$ cat src/rtl/burst_clk_gen.sv
// burst_clk_gen: frame-armed, start-triggered multi-channel burst clock generator.
// Ports:
//   clk       - system clock, all logic on rising edge
//   reset     - asynchronous active-low reset
//   f0        - async frame strobe, falling edge arms a burst (IDLE only)
//   c4        - async start strobe, falling edge starts an armed burst
//   pulse_cnt - per-channel pulse counts, channel k at [k*CNT_W +: CNT_W]
//   half_div  - clk cycles per clk_out high and low phase (0 treated as 1)
//   ovr_clr   - synchronous clear of ovr
//   clk_en    - per-channel burst enable window
//   clk_out   - per-channel burst clock
//   busy      - high while ARMED or BURST
//   done      - one-cycle pulse when a burst completes
//   ovr       - sticky flag: f0 fall seen while ARMED or BURST
module burst_clk_gen #(
  parameter int NCH   = 2,
  parameter int CNT_W = 6,
  parameter int DIV_W = 4
) (
  input  logic                 clk,
  input  logic                 reset,
  input  logic                 f0,
  input  logic                 c4,
  input  logic [NCH*CNT_W-1:0] pulse_cnt,
  input  logic [DIV_W-1:0]     half_div,
  input  logic                 ovr_clr,
  output logic [NCH-1:0]       clk_en,
  output logic [NCH-1:0]       clk_out,
  output logic                 busy,
  output logic                 done,
  output logic                 ovr
);
  typedef enum logic [1:0] {IDLE, ARMED, BURST} state_t;
  state_t r_state, w_next;
  // bit0 = FF1, bit1 = FF2, bit2 = edge register
  logic [2:0]           r_f0_sync, r_c4_sync;
  logic [NCH*CNT_W-1:0] r_n;
  logic [DIV_W-1:0]     r_h, r_ph;
  logic                 r_hi;
  logic [CNT_W-1:0]     r_cnt [NCH];
  logic                 w_f0_fall, w_c4_fall, w_last, w_end_low;
  assign w_f0_fall = !r_f0_sync[1] && r_f0_sync[2];
  assign w_c4_fall = !r_c4_sync[1] && r_c4_sync[2];
  assign w_end_low = r_state == BURST && r_ph == '0 && !r_hi;
  assign busy = r_state != IDLE;
  always_ff @(posedge clk or negedge reset)
    if (!reset) begin
      r_f0_sync <= '1;
      r_c4_sync <= '1;
    end else begin
      r_f0_sync <= {r_f0_sync[1:0], f0};
      r_c4_sync <= {r_c4_sync[1:0], c4};
    end
  always_ff @(posedge clk or negedge reset)
    if (!reset) r_state <= IDLE;
    else r_state <= w_next;
  always_comb begin
    w_next = r_state;
    case (r_state)
      IDLE:    if (w_f0_fall) w_next = ARMED;
      ARMED:   if (w_c4_fall) w_next = (r_n == '0) ? IDLE : BURST;
      BURST:   if (w_end_low && w_last) w_next = IDLE;
      default: w_next = IDLE;
    endcase
  end
  // A channel is still active while its remaining-pulse counter is nonzero;
  // the counter drops at the end of each low phase, so clk_en falls exactly
  // when the last low phase ends.
  always_comb begin
    w_last  = 1'b1;
    clk_en  = '0;
    clk_out = '0;
    for (int k = 0; k < NCH; k++) begin
      w_last     = w_last && (r_cnt[k] <= CNT_W'(1));
      clk_en[k]  = r_state == ARMED || (r_state == BURST && r_cnt[k] != '0);
      clk_out[k] = r_state == BURST && r_hi && r_cnt[k] != '0;
    end
  end
  always_ff @(posedge clk or negedge reset)
    if (!reset) begin
      r_n  <= '0;
      r_h  <= DIV_W'(1);
      r_ph <= '0;
      r_hi <= 1'b0;
      for (int k = 0; k < NCH; k++) r_cnt[k] <= '0;
    end else begin
      if (r_state == IDLE && w_f0_fall) begin
        r_n <= pulse_cnt;
        r_h <= (half_div == '0) ? DIV_W'(1) : half_div;
      end
      if (r_state == ARMED && w_c4_fall) begin
        r_ph <= r_h - DIV_W'(1);
        r_hi <= 1'b1;
        for (int k = 0; k < NCH; k++) r_cnt[k] <= r_n[k*CNT_W +: CNT_W];
      end else if (r_state == BURST) begin
        if (r_ph != '0) r_ph <= r_ph - DIV_W'(1);
        else begin
          r_ph <= r_h - DIV_W'(1);
          r_hi <= !r_hi;
          if (!r_hi)
            for (int k = 0; k < NCH; k++)
              if (r_cnt[k] != '0) r_cnt[k] <= r_cnt[k] - CNT_W'(1);
        end
      end
    end
  always_ff @(posedge clk or negedge reset)
    if (!reset) begin
      done <= 1'b0;
      ovr  <= 1'b0;
    end else begin
      done <= r_state != IDLE && w_next == IDLE;
      ovr  <= (w_f0_fall && r_state != IDLE) ? 1'b1 : ovr_clr ? 1'b0 : ovr;
    end
endmodule

$ cat config.mk
export PLATFORM = sky130hd
export DESIGN_NAME = burst_clk_gen
export DESIGN_NICKNAME = d
export VERILOG_FILES = /design/src/rtl/burst_clk_gen.sv
export SDC_FILE = /design/constraint.sdc
export NUM_CORES = 1
export LEC_CHECK = 0
export CORE_ASPECT_RATIO = 1.5
export CORE_MARGIN = 4
export CORE_UTILIZATION = 40
export DETAILED_ROUTE_END_ITERATION = 6
export DONT_BUFFER_PORTS = 1
export GPL_TIMING_DRIVEN = 0
export PLACE_DENSITY_LB_ADDON = 0.3
export SYNTH_ARGS = -nofsm -noshare
export SYNTH_HDL_FRONTEND = slang
export SYNTH_SLANG_ARGS = --single-unit
$ cat constraint.sdc
create_clock -name clk -period 2.4 [get_ports clk]
set_input_delay 0.48 -clock clk [delete_from_list [all_inputs] [get_ports clk]]
set_output_delay 0.48 -clock clk [all_outputs]
set_load 0.05 [all_outputs]
==> After elaboration in Yosys (flattened, before gate mapping) <==
Index checks and enable logic that the tools add are counted.
{ "op_classes": {"n_addsub": 4, "order_cmp": 2, "n_eq_ne": 4, "muxes": 20, "reduce_logical": 36} }
{ "ops": {"columns": ["op", "n"], "rows": [
  ["2-to-1 mux 12 bit", 4],
  ["2-to-1 mux 4 bit", 4],
  ["logical AND 1 bit", 15],
  ["<= comparator 6 x 1 -> 1 bit, second input constant", 2],
  ["logical NOT 12 bit", 1],
  ["2-to-1 mux 6 bit", 2],
  ["nonzero test 6 bit", 2],
  ["subtractor 6 x 1 -> 6 bit, second input constant", 2],
  ["nonzero test 2 bit", 5],
  ["logical NOT 4 bit", 2],
  ["2-to-1 mux 2 bit", 4],
  ["AND reduction 4 bit", 2],
  ["subtractor 4 x 1 -> 4 bit, second input constant", 2],
  ["one-hot mux 2 bit (3 select lines)", 1],
  ["2-to-1 mux 1 bit", 5],
  ["logical NOT 2 bit", 2],
  ["nonzero test 4 bit", 1],
  ["logical NOT 1 bit", 3],
  ["equality test 2 x 1 -> 1 bit, second input constant", 1],
  ["equality test 2 bit, second input constant", 1],
  ["logical OR 1 bit", 2],
  ["!= test 2 x 1 -> 1 bit, second input constant", 1],
  ["!= test 2 bit, second input constant", 1],
  ["AND reduction 2 bit", 1]
]} }
{ "word_totals": {"regBits": 43, "in_bits": 21, "wordCells": 77} }

==> Longest topological paths before layout <==
{ "logic_depth": {"word_depth": 8, "mapped_depth": 7, "depth_no_buf": 6} }

==> Worst setup path before layout <==
OpenSTA, ideal clock, no wires.
{ "synth_path": {"kind": "flip-flop to output port", "start": "register r_cnt[0] (netlist name)", "end": "output port clk_en[1]", "t_arrival_ns": 1.916, "required_time_ns": 1.920, "setup_slack_ns": 0.004, "path_stages_with_launch": 5, "n_path_buf": 0, "path_cell_list": "dfrtp_1 > inv_1 > ha_1 > and2_1 > o21ai_0"} }
{ "synth_via": {"elab_chain_cells": 3} }
{ "synth_rtl": {"columns": ["item", "line", "text"], "rows": [
  ["from (decl)", "40", "logic [CNT_W-1:0] r_cnt [NCH];"],
  ["nonzero test 6 bit", "75", "clk_en[k] = r_state == ARMED || (r_state == BURST && r_cnt[k] != '0);"],
  ["logical AND 1 bit", "75", null],
  ["logical OR 1 bit", "75", null],
  ["to (decl)", "27", "output logic [NCH-1:0] clk_en,"]
]} }
Every way passes these cells.

==> Worst setup path after layout <==
{ "layout_path": {"start": "register r_cnt[8] (netlist name)", "end": "output port clk_en[0]"} }
The elaborated chain is that of the path after synthesis.

==> flow_summary.ini <==
[critical_path]
path_max_fanout = 7
worstPathRequired_ns = 1.92
slowest_stage = or4_1
worstPathArrival_ns = 1.80
reg2reg_depth = 6
crit_chain = or4_1, o21ai_0, nand2_1
start_kind = register
end_kind = output pin
cpPeakStageDelay_ns = 0.53
crit_type = register to output pin
reg2reg_slack_ns = 0.18

[route]
drtIter0Drc = 60
drt_first_pass_iters = 4
routed-via-count = 1539
drc_errors = 0
viasPerCell = 5.62
wire_per_inst_um = 16.6
ant_nets = 0
wl_um = 4550

[layout]
final_cell_mix = 36 x dfrtp_1, 16 x nand2_1, 14 x mux2_2
drive_gt1_frac = 0.209
final_common_cell = dfrtp_1
area_delta_synth_final_pct = 11.4
nets = 233
seqCellArea_sq_um = 1080
multi_input_area_sq_um = 982
antennaDiodeCount = 0
n_fill_cell = 512
postLayoutCoreUtil = 0.458

[global_routing]
grt_pass1_wl_um = 7470
grt_usage = 0.155
grt_max_degree = 37
grt_pass1_vias = 1544
grt_antenna_before_repair = 0
overflow = 0

[place]
io_buffers = 0
dp_hpwl_um = 3280
gp_congestion = 0.830

[job]
cap_violations = 0

[sta]
tns_ns = 0
setup_viol = 0
finalCriticalPeriod_ns = 2.28
hold_viol_final = 0
skew_ns = 0.00624
rsz0062_at_grt = no
slew_violations = 0
max_freq_mhz = 439
fin_crit_sh = 0.949
tightest_slew_ns = 0.876
relSlewSlack = 0.408

[clock_tree]
cts_buffers = 5
cts-root-buf = clkbuf_8
clkTransAtPathRegs_ns = 0.08
clk_path_buf_depth = 2
cts.sinks = 43
cts_tree = built
cts_setup_buffers = 0
clk_latency_ns = 0.30
htreeDepth = 2

[logic_synthesis]
synth_cells = 197
synth-async-reset-ratio = 1.00
yosys_warnings = 0
synth_edf_count = 0
synth_nets = 225
ys_seq_elements = 43
syn-mean-instance-area_sq_um = 10.6
synth_area_sq_um = 2090
synthFlopType = dfrtp_1
yosysSeqAreaShare = 0.519
yosysUniqueCellTypes = 41

[floorplan]
start_util = 0.411
core_sq_um = 5080
top_level_ports = 28
die_y_um = 96.5
die-area_sq_um = 6470
die_w_um = 67.0
rows = 32

[power_and_ir_drop]
vdd_drop_max_mv = 0.449
pwr_density_cell_nw_per_um2 = 1260
p_leak_nw = 0.923
p_total_mw = 2.92

[status]
status = complete, no violations

[worst_hold_path]
hold_class = input pin to asynchronous set/reset pin
==> routing by layer <==
layer / track usage / share of wire
met4: 0.0626 / 0.016
met2: 0.258 / 0.52
met1: 0.196 / 0.44
met5: 0 / 0
met3: 0.0278 / 0.024
==> cell usage after synthesis, types with 7 or more instances <==
library cell	n	area share
o21ai_0	9	0.022
nand2_1	16	0.029
ha_1	7	0.042
nand3_1	10	0.024
dfrtp_1	36	0.43
mux2_2	14	0.075
inv_1	11	0.020
dfstp_2	7	0.088
nor2_1	9	0.016
==> path summary, 6_finish.rpt <==
kind / to / startpoint
hold / removal: done / reset
setup / recovery: clk_en[0] / r_cnt[8]
setup reg to reg: r_cnt[5] / r_ph[0]
hold reg to reg: r_c4_sync[1] / r_c4_sync[0]
min in group clk: r_c4_sync[0] / c4
max in group asynchronous: r_cnt[8] / reset
==> sequential cells by signal, indices dropped and copies added, names as in the netlist, 2 cells and up <==
name	cells
r_c4_sync	3
r_ph	4
r_h	4
r_state	2
r_n	12
r_cnt	12
r_f0_sync	3
==> logic make-up (layout without fill, tap and decap cells) <==
group,after synthesis,in the layout,share of synthesized area
AOI/OAI and AO/OA,43,43,0.134
buffers and inverters,16,25,0.0323
and+or+nand+nor,72,72,0.189
adders and majority gates,7,7,0.0419
DFF,43,43,0.519
muxes,14,14,0.0754
xor gates and xnor gates,2,2,0.00838
==> worst max-delay path: cells and delay by family (launching register included) <==
kind | cells | cell delay (ns)
compound gates | 1 | 0.19
simple gates | 2 | 0.87
flops | 1 | 0.44
==> repair_timing <==
action,CTS,global route
hold buffers,1,0
setup endpoints to repair,9,10
endpoints found under the hold margin,36,0
pin swaps,0,1
resized for setup,4,6
cloned,0,0
==> stage by stage <==
stage                     setup slack (ns)  instances  instance area [sq um]  hold WS (ns)
final                                0.121        274                   2330       0.00770
after detailed placement           -0.0956        265                   2170         0.185
after global placement              -0.128        265                   2170         0.186
after global routing                0.0213        274                   2330      0.000469
after floorplan                    0.00386        197                   2090         0.184
after CTS                          -0.0356        274                   2300       0.00394
==> power by group <==
group	internal, mW	switching, mW
logic	0.452	0.641
registers	1.03	0.339
clock network	0.203	0.256
total	1.69	1.24
==> layout make-up <==
cell class	instances	share of cell area
multi-input cells	138	0.422
flip-flops and latches	43	0.466
clock inverters	3	0.00860
repair buffers	1	0.00860
plain buffers	5	0.0113
inverters	11	0.0177
well taps	68	0.0365
clock buffers	5	0.0296
Power figures use the tool's default switching activity.
